[config.mk]
export PLATFORM = sky130hd
export DESIGN_NAME = sr_feed_ctrl
export DESIGN_NICKNAME = d
export VERILOG_FILES = /design/src/rtl/sr_pkg.sv /design/src/rtl/sr_addr_gen.sv /design/src/rtl/sr_feed_ctrl.sv
export SDC_FILE = /design/constraint.sdc
export NUM_CORES = 1
export LEC_CHECK = 0
export CAP_MARGIN = 5
export CORE_MARGIN = 3
export CORE_UTILIZATION = 40
export DETAILED_ROUTE_END_ITERATION = 16
export HOLD_SLACK_MARGIN = 0.06
export SLEW_MARGIN = 20
export SYNTH_ARGS = -nofsm -noshare
export SYNTH_HDL_FRONTEND = slang
export SYNTH_HIERARCHICAL = 1
export SYNTH_SLANG_ARGS = --single-unit
[constraint.sdc]
create_clock -name clock -period 2.22 [get_ports clock]
set_clock_uncertainty 0.1 [all_clocks]
set_input_delay 0.444 -clock clock [delete_from_list [all_inputs] [get_ports clock]]
set_output_delay 0.444 -clock clock [all_outputs]
set_load 0.01 [all_outputs]
[src/rtl/sr_pkg.sv]
// Shared definitions for the pixel shift-register feed path.
package sr_pkg;

  // Width of one pixel on the RAM data bus and the shift-register bus.
  localparam int PIX_W = 8;

  // Number of shift-register stages that form one pixel window.
  localparam int WIN_DEPTH = 3;

  // Pass sequencing of the feed controller.
  typedef enum logic [1:0] {
    ST_IDLE,
    ST_FETCH,
    ST_DRAIN,
    ST_DONE
  } feed_state_t;

  // Counter width able to index n items, never narrower than one bit.
  function automatic int cnt_w(input int n);
    return (n > 1) ? $clog2(n) : 1;
  endfunction

endpackage

[src/rtl/sr_addr_gen.sv]
// Row-major pixel walker: address, column and row counters with wrap and a
// flag marking the final pixel of the image.
module sr_addr_gen
  import sr_pkg::*;
#(
  parameter int ADDR_W    = 16,
  parameter int IMG_W     = 256,
  parameter int IMG_H     = 256,
  parameter int BASE_ADDR = 0
) (
  input  logic                       clock,
  input  logic                       reset,
  input  logic                       load,
  input  logic                       advance,
  output logic [ADDR_W-1:0]          addr,
  output logic [cnt_w(IMG_H)-1:0]    row,
  output logic                       last
);

  localparam int COL_W = cnt_w(IMG_W);
  localparam int ROW_W = cnt_w(IMG_H);

  localparam logic [COL_W-1:0] COL_LAST = COL_W'(IMG_W - 1);
  localparam logic [ROW_W-1:0] ROW_LAST = ROW_W'(IMG_H - 1);

  logic [COL_W-1:0] col;
  logic             col_at_end;

  assign col_at_end = (col == COL_LAST);
  assign last       = col_at_end && (row == ROW_LAST);

  // Counters: reload at pass start, step once per issued read.
  always_ff @(posedge clock or posedge reset) begin
    // NOTE: non-blocking assignments so every register here samples pre-edge values.
    if (reset) begin
      addr <= ADDR_W'(BASE_ADDR);
      col  <= '0;
      row  <= '0;
    end else if (load) begin
      addr <= ADDR_W'(BASE_ADDR);
      col  <= '0;
      row  <= '0;
    end else if (advance) begin
      // Address wraps modulo 2^ADDR_W without any flag.
      addr <= addr + ADDR_W'(1);
      if (col_at_end) begin
        col <= '0;
        row <= (row == ROW_LAST) ? '0 : row + ROW_W'(1);
      end else begin
        col <= col + COL_W'(1);
      end
    end
  end

endmodule

[src/rtl/sr_feed_ctrl.sv]
// Producer end of the pixel shift-register chain: walks the image in pixel
// RAM, forwards each returned byte with a load strobe and reports when the
// three-stage window holds three pixels of the same row.
module sr_feed_ctrl
  import sr_pkg::*;
#(
  parameter int ADDR_W    = 16,
  parameter int IMG_W     = 256,
  parameter int IMG_H     = 256,
  parameter int BASE_ADDR = 0
) (
  input  logic              clock,
  input  logic              reset,
  input  logic              start,
  input  logic              hold,
  output logic              mem_rd_en,
  output logic [ADDR_W-1:0] mem_addr,
  input  logic [PIX_W-1:0]  mem_data,
  output logic [PIX_W-1:0]  sr_data,
  output logic              sr_en,
  output logic              window_valid,
  output logic              busy,
  output logic              done
);

  localparam int ROW_W  = cnt_w(IMG_H);
  localparam int FILL_W = $clog2(WIN_DEPTH + 1);

  localparam logic [FILL_W-1:0] FILL_FULL = FILL_W'(WIN_DEPTH);

  feed_state_t       state;
  feed_state_t       state_nxt;

  logic              load;
  logic              last;
  logic [ROW_W-1:0]  row;

  logic              rd_q;
  logic [ROW_W-1:0]  rd_row_q;

  logic [FILL_W-1:0] fill;
  logic [FILL_W-1:0] fill_nxt;
  logic [ROW_W-1:0]  sr_row;

  sr_addr_gen #(
    .ADDR_W    (ADDR_W),
    .IMG_W     (IMG_W),
    .IMG_H     (IMG_H),
    .BASE_ADDR (BASE_ADDR)
  ) u_addr_gen (
    .clock   (clock),
    .reset   (reset),
    .load    (load),
    .advance (mem_rd_en),
    .addr    (mem_addr),
    .row     (row),
    .last    (last)
  );

  // Returned RAM byte goes straight onto the shift-register bus.
  assign sr_data = mem_data;
  assign sr_en   = rd_q;

  // State register.
  always_ff @(posedge clock or posedge reset) begin
    if (reset) state <= ST_IDLE;
    else       state <= state_nxt;
  end

  // Next-state: one pass per accepted start, final read leads to a one-cycle drain.
  always_comb begin
    // NOTE: default assignment first so no path leaves state_nxt unassigned (no latch).
    state_nxt = state;
    unique case (state)
      ST_IDLE:  if (start) state_nxt = ST_FETCH;
      ST_FETCH: if (!hold && last) state_nxt = ST_DRAIN;
      ST_DRAIN: state_nxt = ST_DONE;
      ST_DONE:  state_nxt = ST_IDLE;
      default:  state_nxt = ST_IDLE;
    endcase
  end

  // Outputs decoded from the current state.
  always_comb begin
    mem_rd_en = 1'b0;
    load      = 1'b0;
    busy      = 1'b0;
    done      = 1'b0;
    unique case (state)
      ST_IDLE:  load = start;
      ST_FETCH: begin
        busy      = 1'b1;
        mem_rd_en = !hold;
      end
      ST_DRAIN: busy = 1'b1;
      ST_DONE:  done = 1'b1;
      default:  ;
    endcase
  end

  // Read pipeline: strobe and row tag travel together to the data-return cycle.
  always_ff @(posedge clock or posedge reset) begin
    if (reset) begin
      rd_q     <= 1'b0;
      rd_row_q <= '0;
    end else begin
      rd_q <= mem_rd_en;
      if (mem_rd_en) rd_row_q <= row;
    end
  end

  // Fill level after the pixel arriving now; a row change restarts the count.
  always_comb begin
    fill_nxt = fill;
    if (rd_q) begin
      if (fill == '0 || rd_row_q != sr_row) fill_nxt = FILL_W'(1);
      else if (fill != FILL_FULL)           fill_nxt = fill + FILL_W'(1);
    end
  end

  // Window tracking: fill level, row of the newest pixel and the valid flag.
  always_ff @(posedge clock or posedge reset) begin
    if (reset) begin
      fill         <= '0;
      sr_row       <= '0;
      window_valid <= 1'b0;
    end else if (load) begin
      fill         <= '0;
      sr_row       <= '0;
      window_valid <= 1'b0;
    end else if (rd_q) begin
      fill         <= fill_nxt;
      sr_row       <= rd_row_q;
      window_valid <= (fill_nxt == FILL_FULL);
    end else if (state == ST_DONE) begin
      window_valid <= 1'b0;
    end
  end

endmodule

======== Word-level counts from Yosys, hierarchy flattened ========
Index checks and enable logic that the tools add are counted.
word-level totals
  register bits after elaboration ......... 54
  input port bits ......................... 12
  output and inout port bits .............. 29
  word-level logic and storage cells ...... 62
cells by class
  $add $sub $neg .......................... 4
  eq/ne operators ......................... 10
  muxes and demuxes ....................... 26
  reduce and logical (&&, ||, !) cells .... 13
operator list
  operator                                        number
  2-to-1 mux 8 bit                                9
  2-to-1 mux 16 bit                               2
  adder 16 x 1 -> 16 bit (second input constant)  1
  adder 8 x 1 -> 8 bit (second input constant)    2
  == test 8 bit (second input constant)           2
  2-to-1 mux 2 bit                                7
  inequality test 8 bit                           1
  one-hot mux 2 bit (4 select lines)              1
  2-to-1 mux 1 bit                                7
  == test 2 bit (second input constant)           3
  inequality test 2 bit (second input constant)   3
  nonzero test 2 bit                              3
  zero test 2 bit                                 2
  AND reduction 2 bit                             2
  nonzero test 3 bit                              1
  adder 2 x 1 -> 2 bit (second input constant)    1
  == test 2 x 1 -> 1 bit (second input constant)  1
  logical AND 1 bit                               2
  OR reduction 2 bit                              1
  zero test 1 bit                                 1
  logical OR 1 bit                                1

======== Logic depth before layout (Yosys ltp) ========
  depth after elaboration ................. 7
  gate-level depth with buffers ........... 10
  mapped depth without buffers ............ 8

======== Modules after synthesis ========
The synthesis kept the hierarchy.
by module, submodules not included
  module        instances  cells an instance  area each (um^2)  seq. area each (um^2)
  sr_addr_gen   1          169                1644.1            800.8
  sr_feed_ctrl  1          95                 1091.0            550.5

======== Worst setup path before layout ========
OpenSTA, ideal clock, no wires.
  path kind ............................... register -> register
  start ................................... register state[0]
  end ..................................... register u_addr_gen.addr[13]
  library setup time ...................... 0.078 ns
  arrival ................................. 2.078 ns
  data required time ...................... 2.042 ns
  setup slack ............................. -0.036 ns
  cell stages (with the launch flop) ...... 11
  buffers on the path ..................... 2
  clock period less this slack ............ 2.256 ns
  path through ............................ dfrtp_1 inv_1 ha_1 nand2_1 inv_1 clkbuf_1 buf_2 o21a_1 nand4_1 or3_1 a21oi_1
between the ends
  longest elaborated chain between the ends .. 3
  elaborated cells between the ends (all ways) .. 6
  classes of those cells .................. eq/ne (1); mux (3); reduce/logical (2)
ends and longest elaborated chain
  item                                                            line                RTL
  start: declaration                                              sr_feed_ctrl.sv:31  feed_state_t state;
  start signal: assignment                                        sr_feed_ctrl.sv:67  else state <= state_nxt;
  zero test 2 bit *                                               sr_feed_ctrl.sv:89  unique case (state)
  2-to-1 mux 1 bit *                                              sr_feed_ctrl.sv:89
  named net load                                                  sr_feed_ctrl.sv:34  logic load;
  2-to-1 mux 16 bit / nonzero test 2 bit (equally long branches)  -
  end signal: assignment                                          sr_addr_gen.sv:36   addr <= ADDR_W'(BASE_ADDR);
  end signal: assignment                                          sr_addr_gen.sv:40   addr <= ADDR_W'(BASE_ADDR);
  end signal: assignment                                          sr_addr_gen.sv:45   addr <= addr + ADDR_W'(1);
  end: declaration                                                sr_addr_gen.sv:15   output logic [ADDR_W-1:0] addr,
Mark *: on every way through the listed nets, which the timed path passes. The rest lies on a longest branch.
A chain may end at the register's enable or synchronous reset.

======== Worst setup path in the final report ========
  start ................................... register state[1]
  end ..................................... output port mem_rd_en
between the ends
  longest elaborated chain between the ends .. 2
ends and longest elaborated chain
  item                    line                RTL
  == test 2 x 1 -> 1 bit  sr_feed_ctrl.sv:89
  2-to-1 mux 1 bit        sr_feed_ctrl.sv:89
  end: declaration        sr_feed_ctrl.sv:16  output logic mem_rd_en,
Every way passes these cells.

==> run_results.csv <==
group,metric,value,unit
critical_path,cp_max_fo,8,
logic_synthesis,syn-num-nets,284,
logic_synthesis,synth-seq-cells,54,
timing,finalHoldViolations,0,
clock_tree,cts_inserted_buffers,5,
logic_synthesis,syn_area_per_cell,10.4,µm²
critical_path,cp_num_buf_inv,3,
timing,whs,0.409,ns
power,p_sw_frac,0.328,
floorplanning,die-area,7870,µm²
critical_path,rr_endpoint,"u_addr_gen/row[0]",
clock_tree,cts_tree,"built",
power,p_int,1.74,mW
final_layout,synthToLayoutAreaGrowth,18.3,%
logic_synthesis,yosys_warnings,6,
clock_tree,cts_hold_buffers,0,
routing,vias,1945,
floorplanning,die_w,88.7,µm
routing,final_antenna_net_count,0,
final_layout,nets,319,
global_routing,antenna_found_initial,0,
power,cellPowerDensity,801,nW/µm²
floorplanning,initial_core_util,0.421,
global_routing,grt_use_total,0.153,
critical_path,crit_required,1.68,ns
critical_path,crit_chain,"inv_2, ha_2, nor2b_4, buf_12, dlygate4sd2_1",
floorplanning,rows,29,
final_layout,drive_above_1_share,0.164,
global_routing,overflow,0,
timing,fin_crit,2.15,ns
timing,worst_pin_slew,0.441,ns
power,leakage,1.44,nW
critical_path,crit_path_top_delay_cell,"dfrtp_1",
clock_tree,numClockSinks,54,
flow_run,maxCapViolations,0,
final_layout,diodes,0,
power,power_frac_seq,0.484,
global_routing,grt_pass1_wl,9430,µm
placed_design,gp_congestion,0.809,
routing,drc,0,
timing,setup_viol_count_final,0,
routing,first_pass_iters,4,
logic_synthesis,synthArstFlopShare,1.00,
logic_synthesis,synth-edff-count,0,
routing,topRoutingLayerUsed,"met4",
power,ir_drop,0.000426,V
critical_path,r2r_cells,8,
placed_design,post-place-ws,-0.121,ns
timing,setup_ws,0.0732,ns
clock_tree,ctsRootBufferMaster,"clkbuf_8",
power,power.switching,0.851,mW
timing,slew_violations,0,
critical_path,cp_top_family,"buffers and inverters",
logic_synthesis,synth-main-ff-cell,"dfrtp_1",
placed_design,io_buffers,24,
power,pwr-share-clk,0.198,
floorplanning,io_pins,41,
critical_path,crit_start,"state[1]",
routing,met2_length,2600,µm
critical_path,startpoint_type,"flop",
floorplanning,die_height,88.7,µm
floorplanning,core,6490,µm²
placed_design,hpwl,3850,µm
clock_tree,clk_pin_slew,0.09,ns
routing,route.met3.wl,146,µm
logic_synthesis,yosysTopAreaCell,"dfrtp_1",
critical_path,slowest_delay,0.42,ns
logic_synthesis,synth_area,2740,µm²
run_status,outcome,"complete, no violations",
worst_hold_path,hold_path_class,"in2async",
global_routing,grt_max_degree,33,
timing,fin_crit_sh,0.967,
clock_tree,cts.path.max_buffers,2,
critical_path,rrSetupSlack,0.12,ns
final_layout,layout_common_cells,"dfrtp_1 (54), nor2_1 (29), clkdlybuf4s50_1 (22)",
routing,routedWlPerCell,14.6,µm
clock_tree,h-tree-depth,2,
placed_design,place_inst,367,
logic_synthesis,seq_area_frac_synth,0.494,
critical_path,end_kind,"primary output",
critical_path,crit-reg2reg-launch,"state[1]",
clock_tree,clkLatencyLatePin,0.29,ns
routing,routed_via_density,5.17,
routing,drtIter0Drc,56,
timing,setup_tns,0,ns
final_layout,final_common_cell,"dfrtp_1",
logic_synthesis,synth_area_leaders,"dfrtp_1 (49%), xnor2_1 (4.8%), nor2_1 (4.0%), xor2_1 (3.8%), ha_1 (3.7%)",
critical_path,path_class,"reg2out",
logic_synthesis,netlist_instances,264,
timing,slew_headroom,0.706,
final_layout,stdcell_count,376,
critical_path,arrival,1.60,ns
logic_synthesis,synthDistinctLibCells,39,
routing,wirelength_met1,2690,µm
logic_synthesis,synth_top_area_frac,0.494,
global_routing,first_global_vias,1944,
power,pwr-share-comb,0.318,
timing,fmax,466,MHz
routing,wl,5480,µm
metal layers:
metal	track usage	vias to the layer above
li1	-	976
met1	0.209	938
met2	0.249	29
met3	0.0345	2
met4	0.0330	0
met5	0	-
flip-flops by register name, summed over array words and instances, names as in the netlist:
name,flops
fill,2
u_addr_gen/col,8
state,2
u_addr_gen/addr,16
u_addr_gen/row,8
rd_row_q,8
window_valid,1
sr_en,1
sr_row,8
logic make-up after synthesis:
kind of cell             Yosys count  share of synthesized area
AO/OA/AOI/OAI                     31                     0.0691
adder cells (fa/ha/maj)            8                     0.0366
AND/OR/NAND/NOR                  102                      0.195
flip-flops                        54                      0.494
XOR/XNOR                          27                     0.0865
buffers and inverters             24                     0.0494
multiplexers                      18                     0.0695
cell type report:
cell class                      instances  area, µm²
Inverter                                7       26.3
Sequential cell                        54       1350
Multi-Input combinational cell        186       1270
Clock inverter                          1       7.51
Timing Repair Buffer                   45        412
Tap cell                               77       96.3
Clock buffer                            6       72.6
Fill cell                             613       3260
metrics by stage:
step	cell area, µm²	utilization	total power [mW]
after floorplan	2740	-	1.78
final	3240	0.498	2.59
after global placement	3120	0.480	2.06
after detailed placement	3120	0.480	2.08
after CTS	3200	0.493	2.61
after global routing	3240	0.498	2.80
repair_timing:
| action | 4_1_cts | 5_1_grt |
|---|---|---|
| setup endpoints to repair | 1 | 11 |
| buffers inserted | 0 | 2 |
| gates resized for setup | 1 | 8 |
| pin swaps | 0 | 2 |
worst max-delay path by stage:
stage / to / cells past startpoint
after CTS: mem_rd_en / 5
final: mem_rd_en / 5
after detailed placement: u_addr_gen/row[7] / 7
after floorplan: u_addr_gen/row[7] / 9
after global placement: u_addr_gen/row[7] / 7
after global routing: mem_rd_en / 5
power by group through the flow:
stage	combinational, mW	clock (mW)	sequential [mW]
3_5_place_dp	0.812	0	1.27
5_1_grt	0.943	0.588	1.27
6_report	0.824	0.514	1.25
3_3_place_gp	0.794	0	1.27
2_1_floorplan	0.530	0	1.25
4_1_cts	0.811	0.547	1.25
Yosys cell counts (2+ instances only):
master / count
nor2b_1: 2
clkbuf_1: 4
nand4_1: 9
o21ai_0: 13
mux2i_1: 10
nand2_1: 20
ha_1: 8
a31oi_1: 2
or3_1: 8
a2bb2oi_1: 2
a21oi_1: 10
inv_1: 7
nor4_1: 3
mux2_2: 8
dfrtp_1: 54
buf_4: 9
xor2_1: 12
buf_2: 3
xnor2_1: 15
nor3_1: 7
nor2_1: 29
and3_1: 3
and4_1: 2
nand3_1: 9
worst reg2reg max path: stages (launching register included):
cell and delay [ns]:
dfrtp_1 0.42, inv_2 0.10, ha_2 0.20, nor2b_4 0.17, buf_12 0.14, nand4_4 0.10, or2_4 0.30, or3_1 0.35
a21oi_1 0.16
Note: power is estimated with default switching activity, not from simulation.
